File: src/rtl/icache_flush_ctrl.sv
// rtl/icache_flush_ctrl.sv - sequences a full refill of one icache memory block from backing memory
//
// Purpose:
//   On an accepted flush_req, takes over the memory block's flush port and
//   walks word indices 0..MEMSIZE-1. Each word is fetched from backing memory
//   with a req/ack read, then written into the block with a one-cycle strobe.
//
// Ports:
//   clk         in   system clock, all state on the rising edge
//   reset_n     in   asynchronous active-low reset
//   flush_req   in   start a flush (sampled only while idle)
//   base_addr   in   byte address of the memory image (bits [1:0] ignored)
//   busy        out  high from the accepting edge through the done cycle
//   done        out  one-cycle pulse after the last word is written
//   flush_mode  out  selects the memory block's flush port
//   flush_addr  out  current word index
//   flush_in    out  captured memory word (holds between writes)
//   flush_we    out  one-cycle write strobe into the memory block
//   mem_rd_req  out  read request to backing memory
//   mem_addr    out  read byte address, stable until mem_ack
//   mem_ack     in   read data valid / request accepted
//   mem_data    in   read data, valid with mem_ack

module icache_flush_ctrl #(
   parameter int DATABITS    = 32,
   parameter int ADDRBITS    = 5,
   parameter int MEMADDRBITS = 32
) (
   input  logic                   clk,
   input  logic                   reset_n,
   input  logic                   flush_req,
   input  logic [MEMADDRBITS-1:0] base_addr,
   output logic                   busy,
   output logic                   done,
   output logic                   flush_mode,
   output logic [ADDRBITS-1:0]    flush_addr,
   output logic [DATABITS-1:0]    flush_in,
   output logic                   flush_we,
   output logic                   mem_rd_req,
   output logic [MEMADDRBITS-1:0] mem_addr,
   input  logic                   mem_ack,
   input  logic [DATABITS-1:0]    mem_data
);

   localparam int MEMSIZE = 2 ** ADDRBITS;
   localparam logic [ADDRBITS-1:0] LAST_IDX = ADDRBITS'(MEMSIZE - 1);

   localparam logic [1:0] ST_IDLE  = 2'd0;
   localparam logic [1:0] ST_REQ   = 2'd1;
   localparam logic [1:0] ST_WRITE = 2'd2;
   localparam logic [1:0] ST_DONE  = 2'd3;

   logic [1:0]             state;
   logic [1:0]             state_nxt;
   logic [ADDRBITS-1:0]    idx;
   logic [MEMADDRBITS-1:0] base_q;
   logic [DATABITS-1:0]    word_q;

   // Next-state decode. flush_req is only looked at in IDLE, so a request
   // during a running flush (or in the DONE cycle) is dropped, not queued.
   always_comb begin
      state_nxt = state;
      case (state)
         ST_IDLE:  if (flush_req) state_nxt = ST_REQ;
         ST_REQ:   if (mem_ack)   state_nxt = ST_WRITE;
         ST_WRITE: state_nxt = (idx == LAST_IDX) ? ST_DONE : ST_REQ;
         ST_DONE:  state_nxt = ST_IDLE;
         default:  state_nxt = ST_IDLE;
      endcase
   end

   always_ff @(posedge clk or negedge reset_n) begin
      if (!reset_n) begin
         state  <= ST_IDLE;
         idx    <= '0;
         base_q <= '0;
         word_q <= '0;
      end else begin
         state <= state_nxt;
         case (state)
            ST_IDLE: begin
               if (flush_req) begin
                  // Word-align the image address once, at acceptance.
                  base_q <= base_addr & ~MEMADDRBITS'(3);
                  idx    <= '0;
               end
            end
            ST_REQ: begin
               // mem_ack is only meaningful here; elsewhere it is ignored.
               if (mem_ack) word_q <= mem_data;
            end
            ST_WRITE: begin
               if (idx != LAST_IDX) idx <= idx + ADDRBITS'(1);
            end
            default: ;
         endcase
      end
   end

   // Outputs decode straight from the state register so that an asynchronous
   // reset drops flush_mode and the strobes without waiting for a clock edge.
   always_comb begin
      busy       = 1'b0;
      done       = 1'b0;
      flush_mode = 1'b0;
      flush_we   = 1'b0;
      mem_rd_req = 1'b0;
      flush_addr = '0;
      mem_addr   = '0;
      case (state)
         ST_REQ: begin
            busy       = 1'b1;
            flush_mode = 1'b1;
            mem_rd_req = 1'b1;
            flush_addr = idx;
            // Byte address wraps modulo 2**MEMADDRBITS by plain truncation.
            mem_addr   = base_q + MEMADDRBITS'({idx, 2'b00});
         end
         ST_WRITE: begin
            busy       = 1'b1;
            flush_mode = 1'b1;
            flush_we   = 1'b1;
            flush_addr = idx;
         end
         ST_DONE: begin
            busy = 1'b1;
            done = 1'b1;
         end
         default: ;
      endcase
   end

   assign flush_in = word_q;

endmodule

File: config.mk
export PLATFORM = sky130hd
export DESIGN_NAME = icache_flush_ctrl
export DESIGN_NICKNAME = d
export VERILOG_FILES = /design/src/rtl/icache_flush_ctrl.sv
export SDC_FILE = /design/constraint.sdc
export NUM_CORES = 1
export LEC_CHECK = 0
export ABC_AREA = 1
export CORE_ASPECT_RATIO = 1.25
export CORE_UTILIZATION = 49
export CTS_BUF_LIST = sky130_fd_sc_hd__clkbuf_16
export CTS_CLUSTER_DIAMETER = 80
export DETAILED_ROUTE_END_ITERATION = 10
export PLACE_DENSITY_LB_ADDON = 0.05
export SYNTH_ARGS = -nofsm -noshare
export SYNTH_HDL_FRONTEND = slang
export SYNTH_SLANG_ARGS = --single-unit
File: constraint.sdc
create_clock -name clk -period 5.45 [get_ports clk]
set_clock_uncertainty 0.15 [all_clocks]
set_input_delay 1.09 -clock clk [delete_from_list [all_inputs] [get_ports clk]]
set_output_delay 1.09 -clock clk [all_outputs]
set_load 0.01 [all_outputs]
Yosys cells after proc, flatten, opt, wreduce, memory -nomap -nowiden
Index checks and enable logic that the tools add are counted.
{"block": "op_classes", "add_sub_neg": 2, "eq_ne": 8, "n_mux": 14, "reduce_logical": 8}
{"cell": "32-bit by 7-bit adder with 32-bit output", "n": 1}
{"cell": "32-bit 2-to-1 mux", "n": 1}
{"cell": "5-bit 2-to-1 mux", "n": 3}
{"cell": "5-bit one-hot mux with 2 select lines", "n": 1}
{"cell": "2-bit one-hot mux with 4 select lines", "n": 1}
{"cell": "2-bit 2-to-1 mux", "n": 3}
{"cell": "2-bit != test, second input constant", "n": 3}
{"cell": "2-bit AND reduction", "n": 3}
{"cell": "5-bit by 1-bit adder with 5-bit output, second input constant", "n": 1}
{"cell": "5-bit == test, second input constant", "n": 1}
{"cell": "1-bit 2-to-1 mux", "n": 5}
{"cell": "5-bit != test, second input constant", "n": 1}
{"cell": "2-bit == test, second input constant", "n": 2}
{"cell": "3-bit AND reduction", "n": 1}
{"cell": "3-bit OR reduction", "n": 1}
{"cell": "2-bit by 1-bit == test with 1-bit output, second input constant", "n": 1}
{"cell": "2-bit zero test", "n": 1}
{"cell": "2-bit nonzero test", "n": 1}
{"cell": "2-bit OR reduction", "n": 1}
{"block": "word_totals", "regBits": 69, "output_inout_bits": 74, "word_cells": 36}

Logic depth before layout (Yosys ltp)
Gate-level depths: netlist of run 1.
{"block": "depth", "depth_word": 3, "mapped_depth": 12}

Worst setup path after synthesis of run 1
OpenSTA, ideal clock, no wires.
{"block": "synth_path", "kind": "register to output", "start": "reg idx[0]", "end": "out mem_addr[18]", "t_arrival_ns": 1.769, "t_required_ns": 4.210, "path_slack_ns": 2.441, "stages_incl_launch_ff": 13, "path_buffers": 0, "cell_sequence": "dfrtp_1 > ha_1 > inv_1 > fa_1 > inv_1 > nand3_1 > nand2_1 > nand2_1 > nand2_2 > nand2_1 > nand2_1 > nand2_1 > nor2_1"}
{"block": "synth_via", "elab_chain_len": 2}
{"element": "start: declaration", "line": "55", "source": "logic [ADDRBITS-1:0] idx;"}
{"element": "start signal: assignment", "line": "93", "source": "if (idx != LAST_IDX) idx <= idx + ADDRBITS'(1);"}
{"element": "32-bit by 7-bit adder with 32-bit output", "line": "117", "source": "mem_addr = base_q + MEMADDRBITS'({idx, 2'b00});"}
{"element": "32-bit 2-to-1 mux", "line": "110", "source": "case (state)"}
{"element": "end: declaration", "line": "40", "source": "output logic [MEMADDRBITS-1:0] mem_addr,"}
No other way between the ends.

Worst setup path in the final report of run 1
{"block": "layout_path", "start": "reg idx[0]", "end": "out mem_addr[26]"}
The elaborated chain is that of the path after synthesis.

==> results.yml, run 1 <==
global_route:
  grt_max_degree: 70
  grt_pass1_wl_mm: 17.6
  grt_overflow: 0
  grt_pass1_vias: 3899
  globalRouteTotalUtil_pct: 25.6
  antenna_found_initial: 0
drt:
  wl_mm: 10.7
  drc: 0
  drtIter0Drc: 195
  post_drt_wl_per_cell_um: 14.6
  vias_per_cell: 5.21
  drt_pass1_iterations: 4
  drtAntennaViolNets: 0
  dr_total_vias: 3821
synth:
  synth.distinct_cells: 28
  synth_seq_cells: 69
  yosysMostFrequentCell: "nand2_1"
  synthFlopType: "dfrtp_1"
  netlist.top_cell.by_area: "dfrtp_1"
  seq_area_frac_synth_pct: 42.6
  ys_warn_count: 0
  synth_top_area_share_pct: 42.6
  synth_top_cells_by_count: "103 x nand2_1, 72 x nor2_1, 69 x dfrtp_1, 58 x inv_1, 47 x mux2_2"
  synthCells: 494
  synthTopCellsByArea: "dfrtp_1 43%, mux2_2 13%, nand2_1 9.5%"
  synth_area_sq_um: 4050
  avgSynthCellArea_sq_um: 8.20
  synth-async-reset-ratio_pct: 100
  synth_edf_count: 0
sta:
  fmax_mhz: 242
  worst_pin_slew_ps: 921
  report.final.slew_viol_count: 0
  setup_viol: 0
  setup_tns_ps: 0
  hold_viol_final: 0
  slew_headroom_pct: 38.4
  hold_slack_ps: 352
  layout_min_cycle_time_ps: 4140
  rsz0062_at_grt: "false"
  fin_crit_sh_pct: 75.9
floorplanning:
  core_area_sq_um: 7930
  die_area_sq_um: 8640
  num_rows: 36
  die_w_um: 83.3
  initial_core_util_pct: 51.1
  die_y_um: 104
  io_pins: 142
critical_path:
  cp_slowest_cell: "clkdlybuf4s50_1"
  critical_path.max_stage_delay_ps: 560
  critPathMaxFanout: 6
  criticalPathCategory: "flop to output port"
  crit_path_start: "idx[0]$_DFFE_PN0P_"
  timing.rr.start: "state[1]$_DFFE_PN0P_"
  crit_required_ps: 4210
  worst_setup_path_start_kind: "flop"
  worst-path-buf-inv: 3
  path_cells: "ha_1 -> inv_1 -> fa_1 -> inv_1 -> nand3_1 -> nand2_1 -> nand2_1 -> nand2_2 -> nand2_1 -> nand2_1 -> nand2_1 -> nor2_1 -> clkdlybuf4s50_1"
  worstSetupPathDepth: 13
  arrival_ps: 2900
  endpoint_kind: "output port"
  cp_top_family: "buffers and inverters"
  rr_worst_depth: 4
  cpMostUsedCell: "nand2_1"
worst_hold_path:
  hold_path.class: "flop to flop"
  holdPathStages: 1
  hold_start: "flush_in[25]$_DFFE_PN0P_"
layout:
  fill_cells: 616
  layout.nets: 715
  drive_gt1_share_pct: 14.9
  fin_cells: 734
  seqCellArea_sq_um: 1730
  area_delta_synth_final_pct: 42.4
  multiInputGateArea_sq_um: 2050
  n_antenna_cell: 0
clock_tree:
  cts_made_buffers: 9
  cts_buffer_depth: 2
  ctsHtreeMaxLevel: 3
  cts_root_buf: "clkbuf_16"
  cts_resized: 0
  clk_latency_ps: 340
  cts_tree: "built"
  cts.sinks: 69
  postCtsSetupRepairBufs: 0
  clkTransAtPathRegs_ps: 60
  holdBufCountCts: 0
pwr:
  ir_drop_mv: 0.406
  power.density_nw_per_um2: 569
  p_leak_nw: 2.71
placed_design:
  gp_congestion: 0.916
  dp_hpwl_mm: 7.93
  portBuffers: 137
  dp.cells: 718
flow_run:
  maxCapViolCount: 0
outcome:
  status: "completed"
## flip-flops by register name, summed over array words and instances, names as in the netlist
register / count
idx: 5
state: 2
base_q: 30
flush_in: 32
## layout by cell type (no fill, tap or decap), types with 3 or more instances in the layout
cell type	n
mux2_2	47
ha_1	12
clkbuf_16	9
nand4_1	5
a21oi_1	33
nor2_4	3
clkdlybuf4s50_1	136
nor2_2	11
nand2_1	103
o21ai_0	12
inv_1	58
nor2_1	72
nand2_2	12
buf_4	3
nand3_1	28
dfrtp_1	69
nor3_1	7
## per-stage QoR
step | power (mW) | cell area, sq um | util, % | worst slack, ps
after floorplan | 1.92 | 4060 | - | 2440
after global placement | 2.69 | 5500 | 69.4 | 1720
after detailed placement | 2.75 | 5500 | 69.4 | 1680
after CTS | 3.29 | 5770 | 72.8 | 1300
after global routing | 3.50 | 5770 | 72.8 | 1150
final | 3.28 | 5770 | 72.8 | 1310
## path summary, 6_finish.rpt
| check | end | slack, ps |
|---|---|---|
| min in group asynchronous | base_q[31]$_DFFE_PN0P_ | 800 |
| max reg2reg | base_q[9]$_DFFE_PN0P_ | 3320 |
| min | flush_in[25]$_DFFE_PN0P_ | 350 |
| max in group asynchronous | flush_in[26]$_DFFE_PN0P_ | 3750 |
| max | mem_addr[26] | 1310 |
| min reg2reg | flush_in[25]$_DFFE_PN0P_ | 350 |
## worst reg2reg max path, cell delays in order (launching register included)
cell and delay, ps:
dfrtp_1 410, inv_1 100, ha_1 230, nand2_2 690, mux2_2 430
## cell families (layout without fill, tap and decap cells)
kind of cell             count (synthesis)  in the layout  synth area share, %
multiplexers                            47             47                 13.1
buffers and inverters                   70            214                 6.92
XOR/XNOR                                 2              2                0.432
AO/OA/AOI/OAI                           48             48                 6.11
AND/OR/NAND/NOR                        244            244                 26.6
flip-flops                              69             69                 42.6
adder cells (fa/ha/maj)                 13             13                 4.20
other                                    1              2               0.0925
## cell type report
| type | instances | share of cell area (%) |
|---|---|---|
| clock buffers | 9 | 3.90 |
| inverters | 58 | 3.77 |
| clock inverters | 7 | 0.737 |
| flip-flops and latches | 69 | 29.9 |
| well taps | 95 | 2.06 |
| multi-input cells | 356 | 35.5 |
| repair buffers | 140 | 24.1 |
## metal layers
metal  part of all wire, %  track usage (%)  up-vias
met2                    50             45.3      140
li1                      -                -     1860
met5                     0                0        -
met4                   3.0             12.8        0
met3                   8.3             7.17       25
met1                    39             27.8     1796
## where the power goes
| part | internal (mW) | switching, mW | leakage, nW | total, mW |
|---|---|---|---|---|
| logic | 0.900 | 0.864 | 1.77 | 1.76 |
| clock network | 0.304 | 0.227 | 0.130 | 0.531 |
| registers | 0.763 | 0.224 | 0.807 | 0.987 |
| total | 1.97 | 1.31 | 2.71 | 3.28 |
(Power assumes the default switching activity.)
==> inputs of run 2 (changes only) <==
Settings changed: CORE_UTILIZATION 49 to 41.
Clock period 5.45 ns to 3.7 ns, I/O delays scaled along.
==> results.yml, run 2 (synthesized netlist as in run 1, its figures left out) <==
floorplanning:
  num_rows: 40
  io_pins: 142
  die_y_um: 113
  die_w_um: 90.9
  die_area_sq_um: 10300
  core_area_sq_um: 9610
  initial_core_util_pct: 42.2
critical_path:
  crit_required_ps: 2810
  arrival_ps: 2640
  endpoint_kind: "output port"
  critical_path.max_stage_delay_ps: 540
  critPathMaxFanout: 6
  criticalPathCategory: "flop to output port"
  rr_worst_depth: 6
  r2r_slack_ps: 1540
  cp_slowest_cell: "clkdlybuf4s50_1"
  cpMostUsedCell: "nand2_1"
  worst_setup_path_start_kind: "flop"
  path_cells: "ha_2 -> inv_1 -> fa_1 -> inv_2 -> nand3_1 -> nand2_2 -> nand2_1 -> nand2_2 -> nand2_1 -> nand2_1 -> nand2_1 -> nor2_1 -> clkdlybuf4s50_1"
global_route:
  globalRouteTotalUtil_pct: 22.1
  grt_pass1_vias: 3839
  antenna_found_initial: 0
  use_met1_pct: 25.3
  top_usage_layer: "met2"
  grt_use_met3_pct: 7.86
  grt_pass1_wl_mm: 17.9
  grt_overflow: 0
  grt_max_degree: 47
  use_met2_pct: 38.2
clock_tree:
  cts_root_buf: "clkbuf_16"
  cts.sinks: 69
  ctsHtreeMaxLevel: 3
  cts_tree: "built"
  cts_made_buffers: 9
  clkTransAtPathRegs_ps: 60
  cts_buffer_depth: 2
  clk_latency_ps: 330
sta:
  hold_viol_final: 0
  layout_min_cycle_time_ps: 3530
  setup_viol: 0
  report.final.slew_viol_count: 0
  slew_headroom_pct: 38.3
  fin_crit_sh_pct: 95.5
  worst_pin_slew_ps: 923
  fmax_mhz: 283
  fin_ws_ps: 167
layout:
  largest_reg_flops: 32
  fin_util_pct: 61.3
  fin_cells: 768
  area_delta_synth_final_pct: 45.3
  drive_gt1_share_pct: 16.0
  layout.nets: 718
  final_cell_mix: "136 x clkdlybuf4s50_1, 102 x nand2_1, 72 x nor2_1"
  n_antenna_cell: 0
  layout_commonest_cell: "clkdlybuf4s50_1"
drt:
  drtAntennaViolNets: 0
  drc: 0
  drt_pass1_iterations: 4
  post_drt_wl_per_cell_um: 14.1
  drtIter0Drc: 156
  dr_total_vias: 3763
  vias_per_cell: 4.90
  wl_mm: 10.8
placed_design:
  gp_congestion: 0.842
  pre_cts_slack_ps: 307
  dp_hpwl_mm: 8.31
  dp.cells: 751
  portBuffers: 137
worst_hold_path:
  hold_path.class: "input port to async pin"
outcome:
  status: "completed"
pwr:
  p_leak_nw: 2.75
  power.density_nw_per_um2: 848
  ir_drop_mv: 0.476
flow_run:
  maxCapViolCount: 0
## run 2: cell types whose count changed in the layout (fill, tap and decap cells not counted), sizes merged
cell / before / now
buf: 4 / 7
bufinv: 0 / 2
clkinv: 6 / 3
clkinvlp: 1 / 0
inv: 58 / 60
## run 2: report_power, final
group          total, mW  switching (mW)  leakage [nW]  internal (mW)
sequential          1.44           0.319         0.807           1.12
clock              0.935           0.342         0.160          0.594
combinational       2.61            1.27          1.78           1.34
total               4.99            1.93          2.75           3.06
## run 2: worst max-delay path: cells and delay by family, from the launching register on
kind,cells,cell delay [ps]
AND/OR/NAND/NOR,8,680
buffers and inverters,3,700
adder cells (fa/ha/maj),2,580
flip-flops,1,360
## run 2: area by class of cell
| type | instances | area (sq um) |
|---|---|---|
| Inverter | 58 | 218 |
| Tap cell | 126 | 158 |
| Timing Repair Buffer | 143 | 1410 |
| Multi-Input combinational cell | 356 | 2050 |
| Clock inverter | 7 | 96.3 |
| Sequential cell | 69 | 1730 |
| Clock buffer | 9 | 225 |
| Fill cell | 882 | 3720 |
## run 2: timing repair
action,in CTS,in global routing
hold buffers,0,0
gates resized for setup,0,3
hold endpoints to repair,0,0
setup buffers,1,0
setup endpoints to repair,4,6
## run 2: per-layer routing
metal / vias up / part of all wire [%]
li1: 1860 / -
met1: 1786 / 41
met2: 104 / 50
met3: 13 / 7.5
met4: 0 / 1.4
met5: - / 0
## run 2: worst paths after layout
path | startpoint | to
max | idx[0]$_DFFE_PN0P_ | mem_addr[18]
min | reset_n | base_q[4]$_DFFE_PN0P_
max reg2reg | state[1]$_DFFE_PN0P_ | state[1]$_DFFE_PN0P_
min reg2reg | flush_in[30]$_DFFE_PN0P_ | flush_in[30]$_DFFE_PN0P_
max in group asynchronous | reset_n | flush_in[21]$_DFFE_PN0P_
min in group clk | flush_in[30]$_DFFE_PN0P_ | flush_in[30]$_DFFE_PN0P_
## run 2: metrics by stage
stage	power (mW)	TNS (ps)	area [sq um]	hold slack, ps
2_1_floorplan	2.83	0	4060	294
3_3_place_gp	4.01	0	5560	336
3_5_place_dp	4.06	0	5560	345
4_1_cts	5.03	0	5880	319
5_1_grt	5.38	-25.0	5890	351
6_report	4.99	0	5890	297
